`config.mk`:
```
export PLATFORM = sky130hd
export DESIGN_NAME = xmit_prio_sched
export DESIGN_NICKNAME = d
export VERILOG_FILES = /design/src/rtl/xmit_pkg.sv /design/src/rtl/xmit_starve_ctr.sv /design/src/rtl/xmit_prio_sched.sv
export SDC_FILE = /design/constraint.sdc
export NUM_CORES = 1
export LEC_CHECK = 0
export ABC_AREA = 1
export CORE_MARGIN = 4
export CORE_UTILIZATION = 38
export CTS_CLUSTER_SIZE = 12
export DETAILED_ROUTE_END_ITERATION = 12
export GPL_ROUTABILITY_DRIVEN = 0
export PLACE_DENSITY = 0.64
export SYNTH_ARGS = -nofsm -noshare
export SYNTH_HDL_FRONTEND = slang
export SYNTH_HIERARCHICAL = 1
export SYNTH_SLANG_ARGS = --single-unit
```
`constraint.sdc`:
```
create_clock -name clk_sys -period 3.2 [get_ports clk_sys]
set_input_delay 0.48 -clock clk_sys [delete_from_list [all_inputs] [get_ports clk_sys]]
set_output_delay 0.48 -clock clk_sys [all_outputs]
set_load 0.05 [all_outputs]
```
`src/rtl/xmit_pkg.sv`:
```
// Shared constants and types for the transmit priority scheduler.
// No logic; no latency.
// No flow control of its own.
package xmit_pkg;

    localparam int LEN_W_DEF         = 12;
    localparam int MAX_LEN_DEF       = 1518;
    localparam int IFG_CYCLES_DEF    = 12;
    localparam int LO_STARVE_MAX_DEF = 4;
    localparam int STARVE_W          = 3;

    // Source select as seen on tx_sel.
    localparam logic SEL_HI = 1'b0;
    localparam logic SEL_LO = 1'b1;

    typedef enum logic [1:0] {
        ST_IDLE = 2'd0,
        ST_XFER = 2'd1,
        ST_GAP  = 2'd2,
        ST_DROP = 2'd3
    } sched_state_t;

endpackage

```
`src/rtl/xmit_starve_ctr.sv`:
```
// Saturating count of hi grants made while lo was waiting.
// Updates on the clock edge after inc/clr; at_max is a pure decode of the count.
// No backpressure; clr has priority over inc.
module xmit_starve_ctr #(
    parameter int W   = 3,
    parameter int MAX = 4
) (
    input  logic clk_i,
    input  logic rst_ni,
    input  logic inc_i,
    input  logic clr_i,
    output logic at_max_o
);

    logic [W-1:0] cnt_q, cnt_d;

    assign at_max_o = (cnt_q == W'(MAX));

    // Next count: clear wins, increment stops at the ceiling.
    always_comb begin
        cnt_d = cnt_q;
        if (clr_i) begin
            cnt_d = '0;
        end else if (inc_i && !at_max_o) begin
            cnt_d = cnt_q + W'(1);
        end
    end

    // Count register.
    always_ff @(posedge clk_i or negedge rst_ni) begin
        if (!rst_ni) begin
            cnt_q <= '0;
        end else begin
            cnt_q <= cnt_d;
        end
    end

endmodule

```
`src/rtl/xmit_prio_sched.sv`:
```
// Picks hi/lo head frame, pops it one byte per cycle, then holds an inter-frame gap.
// First pop one cycle after the granting edge; frame lasts exactly L cycles.
// No grant while tx_busy; once a frame starts, tx_busy and queue changes are ignored.
module xmit_prio_sched
    import xmit_pkg::*;
#(
    parameter int LEN_W         = LEN_W_DEF,
    parameter int MAX_LEN       = MAX_LEN_DEF,
    parameter int IFG_CYCLES    = IFG_CYCLES_DEF,
    parameter int LO_STARVE_MAX = LO_STARVE_MAX_DEF
) (
    input  logic             clk_sys,
    input  logic             reset,
    input  logic             hi_frame_rdy,
    input  logic [LEN_W-1:0] hi_frame_len,
    input  logic             lo_frame_rdy,
    input  logic [LEN_W-1:0] lo_frame_len,
    input  logic             tx_busy,
    output logic             hi_rd_en,
    output logic             lo_rd_en,
    output logic             hi_frame_done,
    output logic             lo_frame_done,
    output logic             tx_valid,
    output logic             tx_sel,
    output logic             tx_sof,
    output logic             tx_eof,
    output logic             m_discard_en,
    output logic [1:0]       sched_state
);

    localparam logic [LEN_W-1:0] MAX_LEN_L = LEN_W'(MAX_LEN);
    localparam logic [LEN_W-1:0] GAP_LOAD  = LEN_W'(IFG_CYCLES - 1);

    sched_state_t     state_q, state_d;
    logic [LEN_W-1:0] byte_cnt_q, byte_cnt_d;
    logic [LEN_W-1:0] gap_cnt_q, gap_cnt_d;
    logic             sel_q, sel_d;
    logic             hi_rd_q, lo_rd_q, hi_done_q, lo_done_q;
    logic             valid_q, sof_q, eof_q, disc_q;
    logic             rd_d, sof_d, eof_d, done_d, disc_d;

    logic             starve_at_max;
    logic             pick_lo;
    logic [LEN_W-1:0] win_len;
    logic             len_bad;
    logic             arb_en;
    logic             grant;
    logic             starve_inc;
    logic             starve_clr;

    // Arbitration is also allowed on the edge closing the last gap cycle,
    // so back-to-back frames are separated by exactly IFG_CYCLES idle cycles.
    assign arb_en  = (state_q == ST_IDLE) || ((state_q == ST_GAP) && (gap_cnt_q == '0));
    assign grant   = arb_en && !tx_busy && (hi_frame_rdy || lo_frame_rdy);
    assign pick_lo = lo_frame_rdy && (!hi_frame_rdy || starve_at_max);
    assign win_len = pick_lo ? lo_frame_len : hi_frame_len;
    assign len_bad = (win_len == '0) || (win_len > MAX_LEN_L);

    // Dropped frames leave the fairness history untouched.
    assign starve_inc = grant && !len_bad && !pick_lo && lo_frame_rdy;
    assign starve_clr = grant && !len_bad && (pick_lo || !lo_frame_rdy);

    xmit_starve_ctr #(
        .W   (STARVE_W),
        .MAX (LO_STARVE_MAX)
    ) u_starve (
        .clk_i    (clk_sys),
        .rst_ni   (reset),
        .inc_i    (starve_inc),
        .clr_i    (starve_clr),
        .at_max_o (starve_at_max)
    );

    // Next state, counters and the strobes for the coming cycle.
    always_comb begin
        state_d    = state_q;
        byte_cnt_d = byte_cnt_q;
        gap_cnt_d  = gap_cnt_q;
        sel_d      = sel_q;
        rd_d       = 1'b0;
        sof_d      = 1'b0;
        eof_d      = 1'b0;
        done_d     = 1'b0;
        disc_d     = 1'b0;

        case (state_q)
            ST_XFER: begin
                if (byte_cnt_q == '0) begin
                    state_d   = ST_GAP;
                    gap_cnt_d = GAP_LOAD;
                end else begin
                    byte_cnt_d = byte_cnt_q - LEN_W'(1);
                    rd_d       = 1'b1;
                    eof_d      = (byte_cnt_q == LEN_W'(1));
                    done_d     = (byte_cnt_q == LEN_W'(1));
                end
            end
            ST_GAP: begin
                if (gap_cnt_q == '0) begin
                    state_d = ST_IDLE;
                end else begin
                    gap_cnt_d = gap_cnt_q - LEN_W'(1);
                end
            end
            // Return through IDLE so the retired head entry is not re-sampled.
            ST_DROP: state_d = ST_IDLE;
            default: state_d = state_q;
        endcase

        if (grant) begin
            sel_d = pick_lo ? SEL_LO : SEL_HI;
            if (len_bad) begin
                state_d = ST_DROP;
                disc_d  = 1'b1;
                done_d  = 1'b1;
            end else begin
                state_d    = ST_XFER;
                byte_cnt_d = win_len - LEN_W'(1);
                rd_d       = 1'b1;
                sof_d      = 1'b1;
                eof_d      = (win_len == LEN_W'(1));
                done_d     = (win_len == LEN_W'(1));
            end
        end
    end

    // State, counters and registered outputs.
    always_ff @(posedge clk_sys or negedge reset) begin
        if (!reset) begin
            state_q    <= ST_IDLE;
            byte_cnt_q <= '0;
            gap_cnt_q  <= '0;
            sel_q      <= SEL_HI;
            hi_rd_q    <= 1'b0;
            lo_rd_q    <= 1'b0;
            hi_done_q  <= 1'b0;
            lo_done_q  <= 1'b0;
            valid_q    <= 1'b0;
            sof_q      <= 1'b0;
            eof_q      <= 1'b0;
            disc_q     <= 1'b0;
        end else begin
            state_q    <= state_d;
            byte_cnt_q <= byte_cnt_d;
            gap_cnt_q  <= gap_cnt_d;
            sel_q      <= sel_d;
            hi_rd_q    <= rd_d && (sel_d == SEL_HI);
            lo_rd_q    <= rd_d && (sel_d == SEL_LO);
            hi_done_q  <= done_d && (sel_d == SEL_HI);
            lo_done_q  <= done_d && (sel_d == SEL_LO);
            valid_q    <= rd_d;
            sof_q      <= sof_d;
            eof_q      <= eof_d;
            disc_q     <= disc_d;
        end
    end

    assign hi_rd_en      = hi_rd_q;
    assign lo_rd_en      = lo_rd_q;
    assign hi_frame_done = hi_done_q;
    assign lo_frame_done = lo_done_q;
    assign tx_valid      = valid_q;
    assign tx_sel        = sel_q;
    assign tx_sof        = sof_q;
    assign tx_eof        = eof_q;
    assign m_discard_en  = disc_q;
    assign sched_state   = state_q;

endmodule

```
==> metrics.log <==
[metrics] post-synthesis net count: 464
[metrics] number of hold buffers added after cts: 0
[metrics] Setup Viol. Count Final: 0
[metrics] final net count: 508
[metrics] post_cts resized: 0
[metrics] antenna violations before repair: 0
[metrics] total standard cell area after synthesis: ~2800 um2
[metrics] final critical-path setup slack: approximately 370 ps
[metrics] deepest clock path buffer count: 2
[metrics] cell type contributing the most total cell area after synthesis: sky130_fd_sc_hd__dfrtp_1
[metrics] Rel. slew slack: 0.454
[metrics] critical path's most frequent cell: sky130_fd_sc_hd__inv_1
[metrics] cell type of the slowest stage on the worst timing path: sky130_fd_sc_hd__dfrtp_1
[metrics] Placement Cell Area: about 3300 um2
[metrics] largest net degree at the start of global routing: 39
[metrics] Worst path top cell family by delay: simple AND/OR/NAND/NOR gates
[metrics] die span in x: ~94 um
[metrics] detail-routed via count per cell: around 4.7
[metrics] area fraction in compound gates after synthesis: 0.0814
[metrics] buffers inserted during post-CTS setup optimization: 0
[metrics] Detailed Routing Iterations Pass 1: 4
[metrics] max-slew violation count: 0
[metrics] status: complete, no violations
[metrics] RSZ-0062 raised after global routing: no
[metrics] number of cells in the finished layout apart from fillers: between 500 and 600
[metrics] final count of hold timing violations: 0
[metrics] die height: roughly 94 um
[metrics] path type of the worst min-delay path: in2async
[metrics] Worst Setup Start Kind: flip-flop
[metrics] required time at the endpoint of the critical path: between 3000 and 4000 ps
[metrics] Simple-Gate Fraction of Synth Area: 0.363
[metrics] via count: about 2600
[metrics] proportion of synthesized area in mux cells: 0
[metrics] Routed WL: about 6100 um
[metrics] clock tree from TritonCTS: built
[metrics] post-route cell area: around 3500 um2
[metrics] clock sink count: 38
[metrics] leading post-synthesis cells by cell area: sky130_fd_sc_hd__dfrtp_1 34%, sky130_fd_sc_hd__nand2_1 16%, sky130_fd_sc_hd__inv_1 9.8%
[metrics] Residual DRC: 0
[metrics] adder-cell share of the synthesized area: 0.0575
[metrics] master cell of the clock root buffer: sky130_fd_sc_hd__clkbuf_8
[metrics] Critical Path Fanout Max: 17
[metrics] area inside the core boundary: 7250 um2
[metrics] antenna-violating nets left: 0
[metrics] dominant combinational cell family by area after synthesis: simple AND/OR/NAND/NOR gates
[metrics] count of antenna diodes in the layout: 0
[metrics] Cell Pwr Density: roughly 750 nW/um2
[metrics] clock skew after layout: just over 10 ps
[metrics] worst skew pair latency: slightly below 300 ps
[metrics] number of buffers created by CTS: 5
[metrics] clock transition at the register clock pins on the worst setup and hold paths after CTS: 80 ps
[metrics] total routing usage reported by global routing: 0.153
[metrics] leakage power total: about 1.8 nW
[metrics] average routed wire per standard cell: approximately 11 um
[metrics] leading cell types in the layout, fill and taps excluded: 118 x sky130_fd_sc_hd__nand2_1, 74 x sky130_fd_sc_hd__inv_1, 47 x sky130_fd_sc_hd__nor2_1
[metrics] global-route wire length before repair: around 11000 um
[metrics] overflow left after global routing: 0
[metrics] largest incremental delay on the critical path: approximately 410 ps
[metrics] number of H-tree levels: 2
[metrics] element type at the critical path end: flip-flop
[metrics] share of final-layout standard cells stronger than drive strength 1: 0.0685
[metrics] full die area: between 8000 and 9000 um2
[metrics] worst path bufs/invs: 6
[metrics] placed cells: ~560
[metrics] number of I/O pins: 40
[metrics] Max-Cap Viols: 0
[metrics] worst hold slack: 275 ps
[metrics] Yosys Warn Count: 6
[metrics] shortest clock period the worst path allows after layout: about 2800 ps
[metrics] WP data arrival: roughly 3000 ps
[metrics] violation count after the first detailed-route iteration: roughly 190
[metrics] Total Neg Setup Slack: 0 ps
[metrics] xor/xnor share of the synthesized area: 0.0434
[metrics] number of cells produced by synthesis: roughly 420
[metrics] initial standard-cell utilization of the core: 0.390
[metrics] chain of cells forming the critical path: inv_1, ha_1, nand2_2, inv_1, inv_1, nand2_1, nand2_2, o21ai_1, inv_1, nor3_4, nand3_2, nand3_2, buf_4, inv_1, nand2_1, nand2_1
[metrics] Setup CP Type: reg2reg
[metrics] std cell rows: 31
[metrics] Syn Area/Cell: roughly 6.7 um2
[metrics] maximum resistive drop on vdd: between 0.2 and 0.3 mV
[metrics] sequential-to-total area share from yosys stat: 0.336
[metrics] register-to-register setup slack: 370 ps
[metrics] transition at the pin with the smallest max-transition slack: about 820 ps
[metrics] #FFs+latches synth: 38
[metrics] post-detailed-placement half-perimeter wirelength: 4980 um
[metrics] post-synthesis cell type count: 30
[metrics] number of buffers added on ports: 39
[metrics] Final period util: 0.885
[metrics] minimum setup slack after placement: between 200 and 250 ps
[metrics] maximum frequency from static timing analysis: between 300 and 400 MHz
[metrics] area growth from synthesis to final layout: 22.3%
[metrics] number of global-route vias before repair: approximately 2600
[metrics] area fraction of the dominant cell type after synthesis: 0.336
[metrics] most common cell after layout, fill and taps aside: sky130_fd_sc_hd__nand2_1
[layout make-up]
type / count / area [um2]
clock buffer: 5 / 68.8
clock inverter: 3 / 68.8
fill: 729 / 3790
inverter: 77 / 289
multi-input combinational: 301 / 1540
sequential: 38 / 951
tap: 99 / 124
timing repair buffer: 43 / 415
[Yosys cell counts]
library cell and count:
sky130_fd_sc_hd__nand3b_1 2, sky130_fd_sc_hd__a211oi_1 1, sky130_fd_sc_hd__nor3_1 5, sky130_fd_sc_hd__o31ai_1 2
sky130_fd_sc_hd__o21ai_2 3, sky130_fd_sc_hd__nand3_2 2, sky130_fd_sc_hd__nand2_1 118, sky130_fd_sc_hd__o21ai_1 3
sky130_fd_sc_hd__buf_6 2, sky130_fd_sc_hd__nand4_1 15, sky130_fd_sc_hd__xor2_1 11, sky130_fd_sc_hd__nor3_4 1
sky130_fd_sc_hd__inv_2 3, sky130_fd_sc_hd__nand2_2 6, sky130_fd_sc_hd__nor3_2 2, sky130_fd_sc_hd__a21oi_1 13
sky130_fd_sc_hd__o21bai_1 1, sky130_fd_sc_hd__o21ai_0 16, sky130_fd_sc_hd__nand3_1 31, sky130_fd_sc_hd__nor2_1 47
sky130_fd_sc_hd__a22oi_1 1, sky130_fd_sc_hd__ha_1 13, sky130_fd_sc_hd__xnor2_1 3, sky130_fd_sc_hd__buf_2 3
sky130_fd_sc_hd__inv_1 74, sky130_fd_sc_hd__buf_4 1, sky130_fd_sc_hd__a31oi_1 1, sky130_fd_sc_hd__nor4_1 2
sky130_fd_sc_hd__dfrtp_1 38, sky130_fd_sc_hd__nor2_2 2
[path summary, 6_finish.rpt]
check                                       start  cells after the start            end
worst max register to register  u_starve/cnt_q[0]                     16  byte_cnt_q[7]
worst min-delay path                        reset                      1   gap_cnt_q[7]
worst max-delay path            u_starve/cnt_q[0]                     16  byte_cnt_q[7]
worst min register to register       gap_cnt_q[9]                      2   gap_cnt_q[9]
max in group asynchronous                   reset                      1  byte_cnt_q[5]
min in group clk_sys                 gap_cnt_q[9]                      2   gap_cnt_q[9]
[report_power, final]
group          internal, mW  switching [mW]  total [mW]
clock network         0.312           0.182       0.494
registers             0.654           0.138       0.791
logic                 0.450           0.845        1.29
[per-stage QoR]
step                power, mW  utilization
floorplan                1.75            -
global placement         2.08        0.458
detailed placement       2.09        0.458
CTS                      2.60        0.477
global route             2.84        0.477
finish                   2.58        0.477
[routing by layer]
layer	part of all wire	vias up	GRT usage
met5	0	-	0
met4	0.016	0	0.0469
met3	0.041	8	0.0248
met2	0.46	54	0.261
met1	0.48	1172	0.198
li1	-	1413	-
[kinds of logic after synthesis]
family,count (synthesis)
AOI/OAI and AO/OA,41
adders and majority gates,13
and+or+nand+nor,233
buffers and inverters,83
xor gates and xnor gates,14
DFF,38
[registers in the layout, summed over array words and instances, names as in the netlist]
name            cells
gap_cnt_q          12
m_discard_en        1
hi_frame_done       1
u_starve/cnt_q      3
lo_rd_en            1
byte_cnt_q         12
hi_rd_en            1
sched_state         2
lo_frame_done       1
tx_sel              1
tx_valid            1
tx_eof              1
tx_sof              1
Power figures use the tool's default switching activity.
